File: src/rtl/bus_cycle_sequencer.sv
// 68000 bus cycle sequencer: decodes A[23:20] into chip selects, inserts per-region
// wait states before DTACK, and raises BERR on unmapped accesses, ROM writes and timeouts.
module bus_cycle_sequencer #(
  parameter logic [3:0] ROM_BASE     = 4'h0,
  parameter logic [3:0] RAM_BASE     = 4'h1,
  parameter logic [3:0] IO_BASE      = 4'hF,
  parameter int         ROM_WAIT     = 2,
  parameter int         RAM_WAIT     = 0,
  parameter int         IO_WAIT      = 4,
  parameter int         BERR_TIMEOUT = 64
) (
  input  logic       CPUCLK_IN,
  input  logic       RESET_IN,
  input  logic       RUN_IN,
  input  logic       AS_IN,
  input  logic       UDS_IN,
  input  logic       LDS_IN,
  input  logic       RW_IN,
  input  logic [3:0] ADDR_IN,
  output logic       ROM_CS,
  output logic       RAM_CS,
  output logic       IO_CS,
  output logic       DTACK,
  output logic       BERR,
  output logic       BUSY
);

  localparam logic [7:0] ROM_W  = 8'(ROM_WAIT);
  localparam logic [7:0] RAM_W  = 8'(RAM_WAIT);
  localparam logic [7:0] IO_W   = 8'(IO_WAIT);
  localparam logic [7:0] TO_CNT = 8'(BERR_TIMEOUT - 1);

  typedef enum logic [2:0] {IDLE, WAIT, ACK, ERR, RELEASE} state_t;

  state_t     state, state_nxt;
  logic [7:0] cnt, cnt_nxt;
  logic [2:0] cs_q, cs_nxt;          // {io, ram, rom}
  logic       dtack_q, dtack_nxt;
  logic       berr_q, berr_nxt;
  logic       busy_q;
  logic       mapped_q, mapped_nxt;
  logic       armed, armed_nxt;      // AS seen low since the last accepted cycle or reset
  logic       req;
  logic       hit_rom, hit_ram, hit_io;
  logic [7:0] w;

  // ROM > RAM > IO when bases collide
  assign hit_rom = (ADDR_IN == ROM_BASE);
  assign hit_ram = !hit_rom && (ADDR_IN == RAM_BASE);
  assign hit_io  = !hit_rom && !hit_ram && (ADDR_IN == IO_BASE);
  assign w       = hit_rom ? ROM_W : (hit_ram ? RAM_W : IO_W);
  assign req     = RUN_IN & AS_IN & (UDS_IN | LDS_IN) & armed;

  always_comb begin
    state_nxt  = state;
    cnt_nxt    = cnt;
    cs_nxt     = cs_q;
    dtack_nxt  = dtack_q;
    berr_nxt   = berr_q;
    mapped_nxt = mapped_q;
    armed_nxt  = armed | ~AS_IN;
    case (state)
      IDLE: begin
        cs_nxt    = '0;
        dtack_nxt = 1'b0;
        berr_nxt  = 1'b0;
        if (req) begin
          armed_nxt = 1'b0;
          if (hit_rom && !RW_IN) begin
            state_nxt = ERR;
          end else if (hit_rom || hit_ram || hit_io) begin
            cs_nxt     = {hit_io, hit_ram, hit_rom};
            mapped_nxt = 1'b1;
            if (w == 8'd0) begin
              state_nxt = ACK;
              dtack_nxt = 1'b1;
            end else begin
              cnt_nxt   = w - 8'd1;
              state_nxt = WAIT;
            end
          end else begin
            mapped_nxt = 1'b0;
            cnt_nxt    = TO_CNT;
            state_nxt  = WAIT;
          end
        end
      end
      WAIT: begin
        if (!AS_IN) begin
          state_nxt = RELEASE;
          cs_nxt    = '0;
        end else if (cnt == 8'd0) begin
          if (mapped_q) begin
            state_nxt = ACK;
            dtack_nxt = 1'b1;
          end else begin
            state_nxt = ERR;
            berr_nxt  = 1'b1;
          end
        end else begin
          cnt_nxt = cnt - 8'd1;
        end
      end
      ACK, ERR: begin
        // ERR entered straight from IDLE (ROM write) raises BERR one edge later
        if (state == ERR) berr_nxt = 1'b1;
        if (!AS_IN) begin
          state_nxt = RELEASE;
          cs_nxt    = '0;
          dtack_nxt = 1'b0;
          berr_nxt  = 1'b0;
        end
      end
      RELEASE: begin
        state_nxt = IDLE;
        cs_nxt    = '0;
        dtack_nxt = 1'b0;
        berr_nxt  = 1'b0;
      end
      default: begin
        state_nxt = IDLE;
        cs_nxt    = '0;
        dtack_nxt = 1'b0;
        berr_nxt  = 1'b0;
      end
    endcase
  end

  always_ff @(posedge CPUCLK_IN) begin
    if (RESET_IN) begin
      state    <= IDLE;
      cnt      <= '0;
      cs_q     <= '0;
      dtack_q  <= 1'b0;
      berr_q   <= 1'b0;
      busy_q   <= 1'b0;
      mapped_q <= 1'b0;
      armed    <= 1'b0;
    end else begin
      state    <= state_nxt;
      cnt      <= cnt_nxt;
      cs_q     <= cs_nxt;
      dtack_q  <= dtack_nxt;
      berr_q   <= berr_nxt;
      busy_q   <= (state_nxt != IDLE);
      mapped_q <= mapped_nxt;
      armed    <= armed_nxt;
    end
  end

  assign ROM_CS = cs_q[0];
  assign RAM_CS = cs_q[1];
  assign IO_CS  = cs_q[2];
  assign DTACK  = dtack_q;
  assign BERR   = berr_q;
  assign BUSY   = busy_q;

endmodule
File: config.mk
export PLATFORM = sky130hd
export DESIGN_NAME = bus_cycle_sequencer
export DESIGN_NICKNAME = d
export VERILOG_FILES = /design/src/rtl/bus_cycle_sequencer.sv
export SDC_FILE = /design/constraint.sdc
export NUM_CORES = 1
export LEC_CHECK = 0
export ABC_AREA = 1
export CORE_MARGIN = 5
export CORE_UTILIZATION = 50
export CTS_CLUSTER_DIAMETER = 200
export DETAILED_ROUTE_END_ITERATION = 16
export GPL_ROUTABILITY_DRIVEN = 0
export PLACE_DENSITY = 0.74
export SLEW_MARGIN = 0
export SYNTH_ARGS = -nofsm -noshare
export SYNTH_HDL_FRONTEND = slang
export SYNTH_SLANG_ARGS = --single-unit
File: constraint.sdc
create_clock -name CPUCLK_IN -period 1.9 [get_ports CPUCLK_IN]
set_input_delay 0.475 -clock CPUCLK_IN [delete_from_list [all_inputs] [get_ports CPUCLK_IN]]
set_output_delay 0.475 -clock CPUCLK_IN [all_outputs]
set_load 0.02 [all_outputs]
==> results of run 1 <==
## sequential cells by signal, indices dropped and copies added, names as in the netlist
register and flops:
cs_q 3, mapped_q 1, BERR 1, state 3
armed 1, DTACK 1, cnt 8, BUSY 1
## worst max path at each step
stage                start     end  slack, ns  cells after the start
floorplan           LDS_IN  cnt[2]       0.52                      9
global placement     AS_IN  cnt[7]       0.06                      8
detailed placement   AS_IN  cnt[6]      -0.02                      8
CTS                  DTACK   DTACK       0.15                      1
global route         DTACK   DTACK       0.11                      1
finish               DTACK   DTACK       0.13                      1
## through the flow
step | utilization [%] | setup TNS (ns) | cells | worst slack, ns | total power [mW]
2_1_floorplan | - | 0 | 194 | 0.5186 | 0.8820
3_3_place_gp | 62.63 | 0 | 240 | 0.05796 | 0.9818
3_5_place_dp | 62.63 | -0.03664 | 240 | -0.01907 | 1.004
4_1_cts | 63.87 | 0 | 244 | 0.1465 | 1.221
5_1_grt | 63.87 | 0 | 244 | 0.1059 | 1.324
6_report | 63.87 | 0 | 244 | 0.1329 | 1.228
## final cells by class
| type | count | area, µm² | area share [%] |
|---|---|---|---|
| Clock buffer | 3 | 22.52 | 1.579 |
| Timing Repair Buffer | 20 | 190.2 | 13.33 |
| Inverter | 28 | 107.6 | 7.544 |
| Multi-Input combinational cell | 145 | 685.7 | 48.07 |
| Tap cell | 28 | 35.03 | 2.456 |
| Clock inverter | 1 | 5.005 | 0.3509 |
| Sequential cell | 19 | 380.4 | 26.67 |
## per-layer routing
| layer | routed length, µm | part of all wire [%] |
|---|---|---|
| met1 | 1173 | 40 |
| met2 | 1494 | 51 |
| met3 | 153 | 5.2 |
| met4 | 119 | 4.0 |
| met5 | 0 | 0 |
## cell families (layout without fill, tap and decap cells)
logic type,Yosys count,in the layout,synth area share [%]
buffers and inverters,30,52,10.41
and+or+nand+nor,124,124,47.11
DFF,19,19,31.97
AOI/OAI and AO/OA,20,20,9.464
adders and majority gates,1,1,1.051
## cell usage in the layout, fill, tap and decap left out
master	instances
o211ai_2	1
nor2_1	35
dfxtp_1	19
nand2_1	58
nor2_4	3
a21oi_1	8
nand2_2	2
clkdlybuf4s50_1	16
inv_2	3
clkbuf_4	3
nor3_1	4
nand3_1	15
nand3_2	1
o21ai_0	9
buf_4	4
nand3_4	2
nand4_1	4
inv_1	24
inv_4	1
o21ai_2	1
a31oi_1	1
clkinv_2	1
ha_1	1
## power by group through the flow
stage,combinational [mW],clock [mW],sequential (mW)
floorplan,0.382,0,0.500
global placement,0.485,0,0.497
detailed placement,0.505,0,0.499
CTS,0.511,0.220,0.490
global route,0.585,0.239,0.500
finish,0.512,0.226,0.491
==> results by group, run 1 <==
Pwr
  • Gate power share: 41.7%
  • Int Power: 710.5 µW
  • NetSw: 517.9 µW
  • P per Cell Area: 861.2 nW/µm²
  • Clock power frac: 18.4%
  • Peak supply drop: 0.6159 mV
  • Sequential power share: 39.9%
  • Switching part of the total: 42.16%
  • Leakage: 0.7166 nW

Global routing
  • Antenna violations before repair: 0
  • Met1 usage: 21.14%
  • GRT Total Usage: 19.06%
  • Largest net degree at the start of global routing: 16
  • M2 GR Usage: 35.17%
  • First-pass GRT wire length: 5230 µm
  • Vias in the first global route: 1292
  • Gr busiest metal: met2
  • Met3 Usage GRT: 2.851%
  • Remaining Overflow, GRT: 0

STA
  • Hold slack: 0.4751 ns
  • Hold Fails Final Rpt: 0
  • RSZ-0062 raised after global routing: no
  • Max Freq: 565.9 MHz
  • Clk_skew: 0.008990 ns
  • Tmin final: 1.767 ns
  • Worst-margin pin slew: 0.4560 ns
  • Final Cycle Share: 93.01%
  • Max Slew Vio Count: 0
  • Final setup viols: 0
  • Max_slew headroom: 69.56%

Logic synthesis
  • Synth area leader: dfxtp_1
  • Top cells by area, synth: dfxtp_1 (32%), nand2_1 (18%), nor2_1 (11%), inv_1 (7.6%), nand3_1 (6.3%)
  • Synth warnings: 0
  • Post-Syn Nets: 206
  • Avg Inst Size Synth: 6.133 µm²
  • Most frequent cell after synthesis: nand2_1
  • Synth Instances: 194
  • Mapped Area: 1190 µm²
  • Yosys top cell area share: 31.97%
  • Number of synthesized register bits: 19
  • Ys flop type: dfxtp_1
  • Seq/Total Area, Yosys: 31.97%
  • Distinct cells, synth: 21
  • Commonest cells post-synth: nand2_1 (58), nor2_1 (35), inv_1 (24)
  • Fraction of registers with async set/reset: 0%
  • EDFF count, synth: 0

Worst setup path
  • CP delay by family, top: buffers and inverters
  • Worst Setup Start Kind: flip-flop
  • Slowest CP cell: clkdlybuf4s50_1
  • Critical Path AT: 1.29 ns
  • R2R Setup Slk: 0.40 ns
  • Buffer and inverter count on the worst path: 1
  • Setup CP Type: flip-flop to primary output
  • Slowest stage delay, CP: 0.61 ns
  • Reg2reg start: cnt[0]
  • Critical path cell sequence: clkdlybuf4s50_1
  • R2R depth: 9
  • Worst path required time: 1.42 ns
  • Reg2reg end: cnt[4]
  • Critical path peak fanout: 2
  • Crit path capture type: primary output

Clocking
  • Clock latency on the worst-skew pair: 0.32 ns
  • Clk slew on worst S/H paths: 0.13 ns
  • Cts hold-fix bufs: 0
  • CTS Buf Count: 3
  • CTS tree: yes
  • Htree depth: 1
  • Clk sinks: 19
  • Post CTS Setup Buffer Count: 0
  • Post-cts sizing count: 0
  • CTS root buf: clkbuf_4
  • Clock buffer depth: 2

Flow run
  • Max cap viols: 0

Finish
  • Finished Cell Area: 1426 µm²
  • Fill cells: 207
  • Layout cells sized above 1: 10.19%
  • Nets: 229
  • Antenna cells: 0
  • Area Overhead vs Synth: 19.87%

Detailed routing
  • Wire length per cell: 12.05 µm
  • Via count: 1291
  • 1st-iter DRT viols: 73
  • Detailed-route DRC error count: 0
  • Antenna violation net count after detailed routing: 0
  • First-pass iteration count of the detailed router: 4
  • Routed WL: 2940 µm
  • Vias/cell: 5.291

Die
  • Core ar.: 2233 µm²
  • Row cnt: 17
  • Die footprint: 3456 µm²
  • Die Span Y: 58.79 µm
  • Initial Util: 53.28%
  • IO Count: 17
  • Width of the chip: 58.79 µm

Placed design
  • PortBufs: 16
  • Cell Area, Placed: 1399 µm²
  • HPWL Detailed: 2238 µm

Worst hold path
  • Hold EP: cs_q[0]
  • WHS Path Cells: 2
  • Worst hold start: cs_q[0]
  • HP Class: flip-flop to flip-flop

Outcome
  • Status: finished clean
Note: power is estimated with default switching activity, not from simulation.
==> run 2, diff against run 1 <==
- ABC_AREA: 1 -> default
- ABC_CLOCK_PERIOD_IN_PS: default -> 1900
- PLACE_DENSITY: 0.74 -> 0.75
==> run 2 against run 1 <==
- non-clock buffer count grew 14
- core utilization grew 2.9 points
- critical path type is now primary input to flip-flop
- maximum frequency shrank 4.7%
- design area grew 0.53%
- combinational power shrank 71%
- sequential share of layout area shrank 0.14 points
- first-iteration DRC count shrank 34%
==> results by group, run 2 <==
Outcome
  • Status: finished clean (unchanged)

Clocking
  • Clock buffer depth: 2 (unchanged)
  • Clk slew on worst S/H paths: 0.11 ns (was 0.13 ns)
  • Clock latency on the worst-skew pair: 0.30 ns (was 0.32 ns)
  • Htree depth: 1 (unchanged)
  • CTS root buf: clkbuf_4 (unchanged)
  • CTS Buf Count: 3 (unchanged)
  • CTS tree: yes (unchanged)
  • Cts hold-fix bufs: 0 (unchanged)
  • Clk sinks: 19 (unchanged)

Detailed routing
  • First-pass iteration count of the detailed router: 5 (was 4)
  • Vias/cell: 5.995 (was 5.291)
  • Routed WL: 2985 µm (was 2940 µm)
  • 1st-iter DRT viols: 48 (was 73)
  • Antenna violation net count after detailed routing: 0 (unchanged)
  • Wire length per cell: 15.39 µm (was 12.05 µm)
  • Detailed-route DRC error count: 0 (unchanged)
  • Via count: 1163 (was 1291)

Pwr
  • P per Cell Area: 537.4 nW/µm² (was 861.2 nW/µm²)
  • Leakage: 0.5401 nW (was 0.7166 nW)
  • Peak supply drop: 0.3972 mV (was 0.6159 mV)

Global routing
  • GRT Total Usage: 19.47% (was 19.06%)
  • First-pass GRT wire length: 5057 µm (was 5230 µm)
  • Antenna violations before repair: 0 (unchanged)
  • Largest net degree at the start of global routing: 12 (was 16)
  • Remaining Overflow, GRT: 0 (unchanged)
  • Vias in the first global route: 1181 (was 1292)

STA
  • Final setup viols: 0 (unchanged)
  • Final setup margin: 0.04512 ns (was 0.1329 ns)
  • RSZ-0062 raised after global routing: yes (was no)
  • Max_slew headroom: 68.02% (was 69.56%)
  • Hold slack: 0.4695 ns (was 0.4751 ns)
  • Tmin final: 1.855 ns (was 1.767 ns)
  • Max Freq: 539.1 MHz (was 565.9 MHz)
  • Final Cycle Share: 97.63% (was 93.01%)
  • Hold Fails Final Rpt: 0 (unchanged)
  • Clk_skew: 0.007103 ns (was 0.008990 ns)
  • Worst-margin pin slew: 0.4760 ns (was 0.4560 ns)
  • Max Slew Vio Count: 0 (unchanged)

Logic synthesis
  • Ys flop type: dfxtp_1 (unchanged)
  • Distinct cells, synth: 42 (was 21)
  • EDFF count, synth: 0 (unchanged)
  • Seq/Total Area, Yosys: 34.55% (was 31.97%)
  • Synth area leader: dfxtp_1 (unchanged)
  • Number of synthesized register bits: 19 (unchanged)
  • Fraction of registers with async set/reset: 0% (unchanged)
  • Commonest cells post-synth: dfxtp_1 (19), nand2_1 (13), a21oi_1 (10), inv_1 (10), nor2_1 (10) (was nand2_1 (58), nor2_1 (35), inv_1 (24))
  • Most frequent cell after synthesis: dfxtp_1 (was nand2_1)
  • Top cells by area, synth: dfxtp_1 (35%), a21oi_1 (4.5%), nand2_1 (4.4%), o32ai_2 (4.4%), a211oi_1 (3.4%) (was dfxtp_1 (32%), nand2_1 (18%), nor2_1 (11%), inv_1 (7.6%), nand3_1 (6.3%))
  • Synth warnings: 0 (unchanged)
  • Synth Instances: 134 (was 194)
  • Avg Inst Size Synth: 8.217 µm² (was 6.133 µm²)
  • Mapped Area: 1101 µm² (was 1190 µm²)
  • Post-Syn Nets: 146 (was 206)
  • Yosys top cell area share: 34.55% (was 31.97%)

Worst setup path
  • Reg2reg end: cnt[1] (was cnt[4])
  • Crit path capture type: flip-flop (was primary output)
  • Critical Path AT: 2.06 ns (was 1.29 ns)
  • Worst Setup Start Kind: primary input (was flip-flop)
  • Setup CP Type: primary input to flip-flop (was flip-flop to primary output)
  • Worst path required time: 2.11 ns (was 1.42 ns)
  • Reg2reg start: cnt[0] (unchanged)
  • R2R Setup Slk: 0.10 ns (was 0.40 ns)
  • R2R depth: 6 (was 9)
  • Critical path peak fanout: 7 (was 2)

Finish
  • Commonest non-fill, non-tap cell in the layout: dfxtp_1 (was nand2_1)
  • Finished Cell Area: 1434 µm² (was 1426 µm²)
  • Antenna cells: 0 (unchanged)
  • FF/Latch Area: 380.4 µm² (unchanged)
  • Largest registers in the final layout: cnt (8), cs_q (3), state (3) (unchanged)
  • Layout cells sized above 1: 18.67% (was 10.19%)
  • Nets: 179 (was 229)
  • Top reg by flops: cnt (unchanged)
  • Area Overhead vs Synth: 30.23% (was 19.87%)
  • Fill cells: 198 (was 207)
  • Max FFs per register: 8 (unchanged)
  • Area of the multi-input gates: 658.1 µm² (was 685.7 µm²)
  • Commonest non-fill, non-tap cells in the layout: dfxtp_1 (19), buf_4 (18), clkdlybuf4s50_1 (16) (was nand2_1 (58), nor2_1 (35), inv_1 (24))

Die
  • Width of the chip: 56.93 µm (was 58.79 µm)
  • Die footprint: 3240 µm² (was 3456 µm²)
  • Die Span Y: 56.93 µm (was 58.79 µm)
  • Core ar.: 2148 µm² (was 2233 µm²)
  • IO Count: 17 (unchanged)
  • Initial Util: 51.25% (was 53.28%)
  • Row cnt: 17 (unchanged)

Placed design
  • DP Worst Slack: -0.2684 ns (was -0.01907 ns)
  • HPWL Detailed: 2217 µm (was 2238 µm)
  • Cell Area, Placed: 1394 µm² (was 1399 µm²)
  • PortBufs: 16 (unchanged)

Flow run
  • Max cap viols: 0 (unchanged)

Worst hold path
  • WHS Path Cells: 2 (unchanged)
  • HP Class: flip-flop to flip-flop (unchanged)
  • Hold EP: cs_q[1] (was cs_q[0])
  • Worst hold start: cs_q[1] (was cs_q[0])
==> run 2: cells by family after synthesis <==
| group | Yosys count | share of synthesized area, % |
|---|---|---|
| buffers and inverters | 16 | 6.818 |
| DFF | 19 | 34.55 |
| muxes | 1 | 0.9091 |
| and+or+nand+nor | 54 | 26.14 |
| AOI/OAI and AO/OA | 43 | 30.46 |
| adders and majority gates | 1 | 1.136 |
==> run 2: per-layer routing <==
metal  wire length [µm]  vias to the layer above  GRT usage, %  part of all wire, %
li1                   -                      565             -                    -
met2               1458                       41         32.30                   49
met4                 62                        0         9.272                  2.1
met5                  0                        -             0                    0
met1               1334                      549         24.45                   45
met3                130                        8         2.989                  4.4
==> run 2: cell type report <==
class | count | share of cell area (%)
Clock buffer | 3 | 1.571
Tap cell | 28 | 2.443
Sequential cell | 19 | 26.53
Inverter | 10 | 2.618
Clock inverter | 1 | 0.3490
Timing Repair Buffer | 34 | 20.59
Multi-Input combinational cell | 99 | 45.90
==> run 2: power breakdown <==
part | internal (mW) | total (mW) | switching [mW]
Clock | 0.0784 | 0.206 | 0.128
Combinational | 0.0750 | 0.149 | 0.0742
Sequential | 0.407 | 0.415 | 0.00842
==> run 2: worst max-delay path: stages <==
cell and delay [ns]:
clkdlybuf4s50_1 0.45, or3_1 0.40, o211ai_2 0.23, buf_4 0.19, a211oi_1 0.07, o32ai_1 0.25
==> run 2: timing repair <==
item / 4_1_cts / 5_1_grt
setup endpoints to repair: 0 / 8
setup buffers: 0 / 0
gates resized for setup: 0 / 3
==> run 2: through the flow <==
| step | utilization (%) | power [mW] | cells | TNS, ns |
|---|---|---|---|---|
| 6_report | 66.74 | 0.7706 | 194 | 0 |
| 5_1_grt | 66.74 | 0.8066 | 194 | -0.008332 |
| 4_1_cts | 66.16 | 0.7683 | 194 | 0 |
| 3_5_place_dp | 64.88 | 0.5686 | 190 | -2.641 |
| 3_3_place_gp | 64.88 | 0.5637 | 190 | -2.564 |
| 2_1_floorplan | - | 0.4942 | 134 | 0 |
==> run 2: how the worst max path moves through the flow <==
stage | from | end | slack [ns]
after global placement | AS_IN | cnt[0] | -0.27
final | ADDR_IN[1] | cnt[4] | 0.05
after detailed placement | AS_IN | cnt[0] | -0.27
after floorplan | cnt[0] | cnt[1] | 0.11
after CTS | AS_IN | cnt[0] | 0.05
after global routing | ADDR_IN[1] | cnt[4] | -0.008
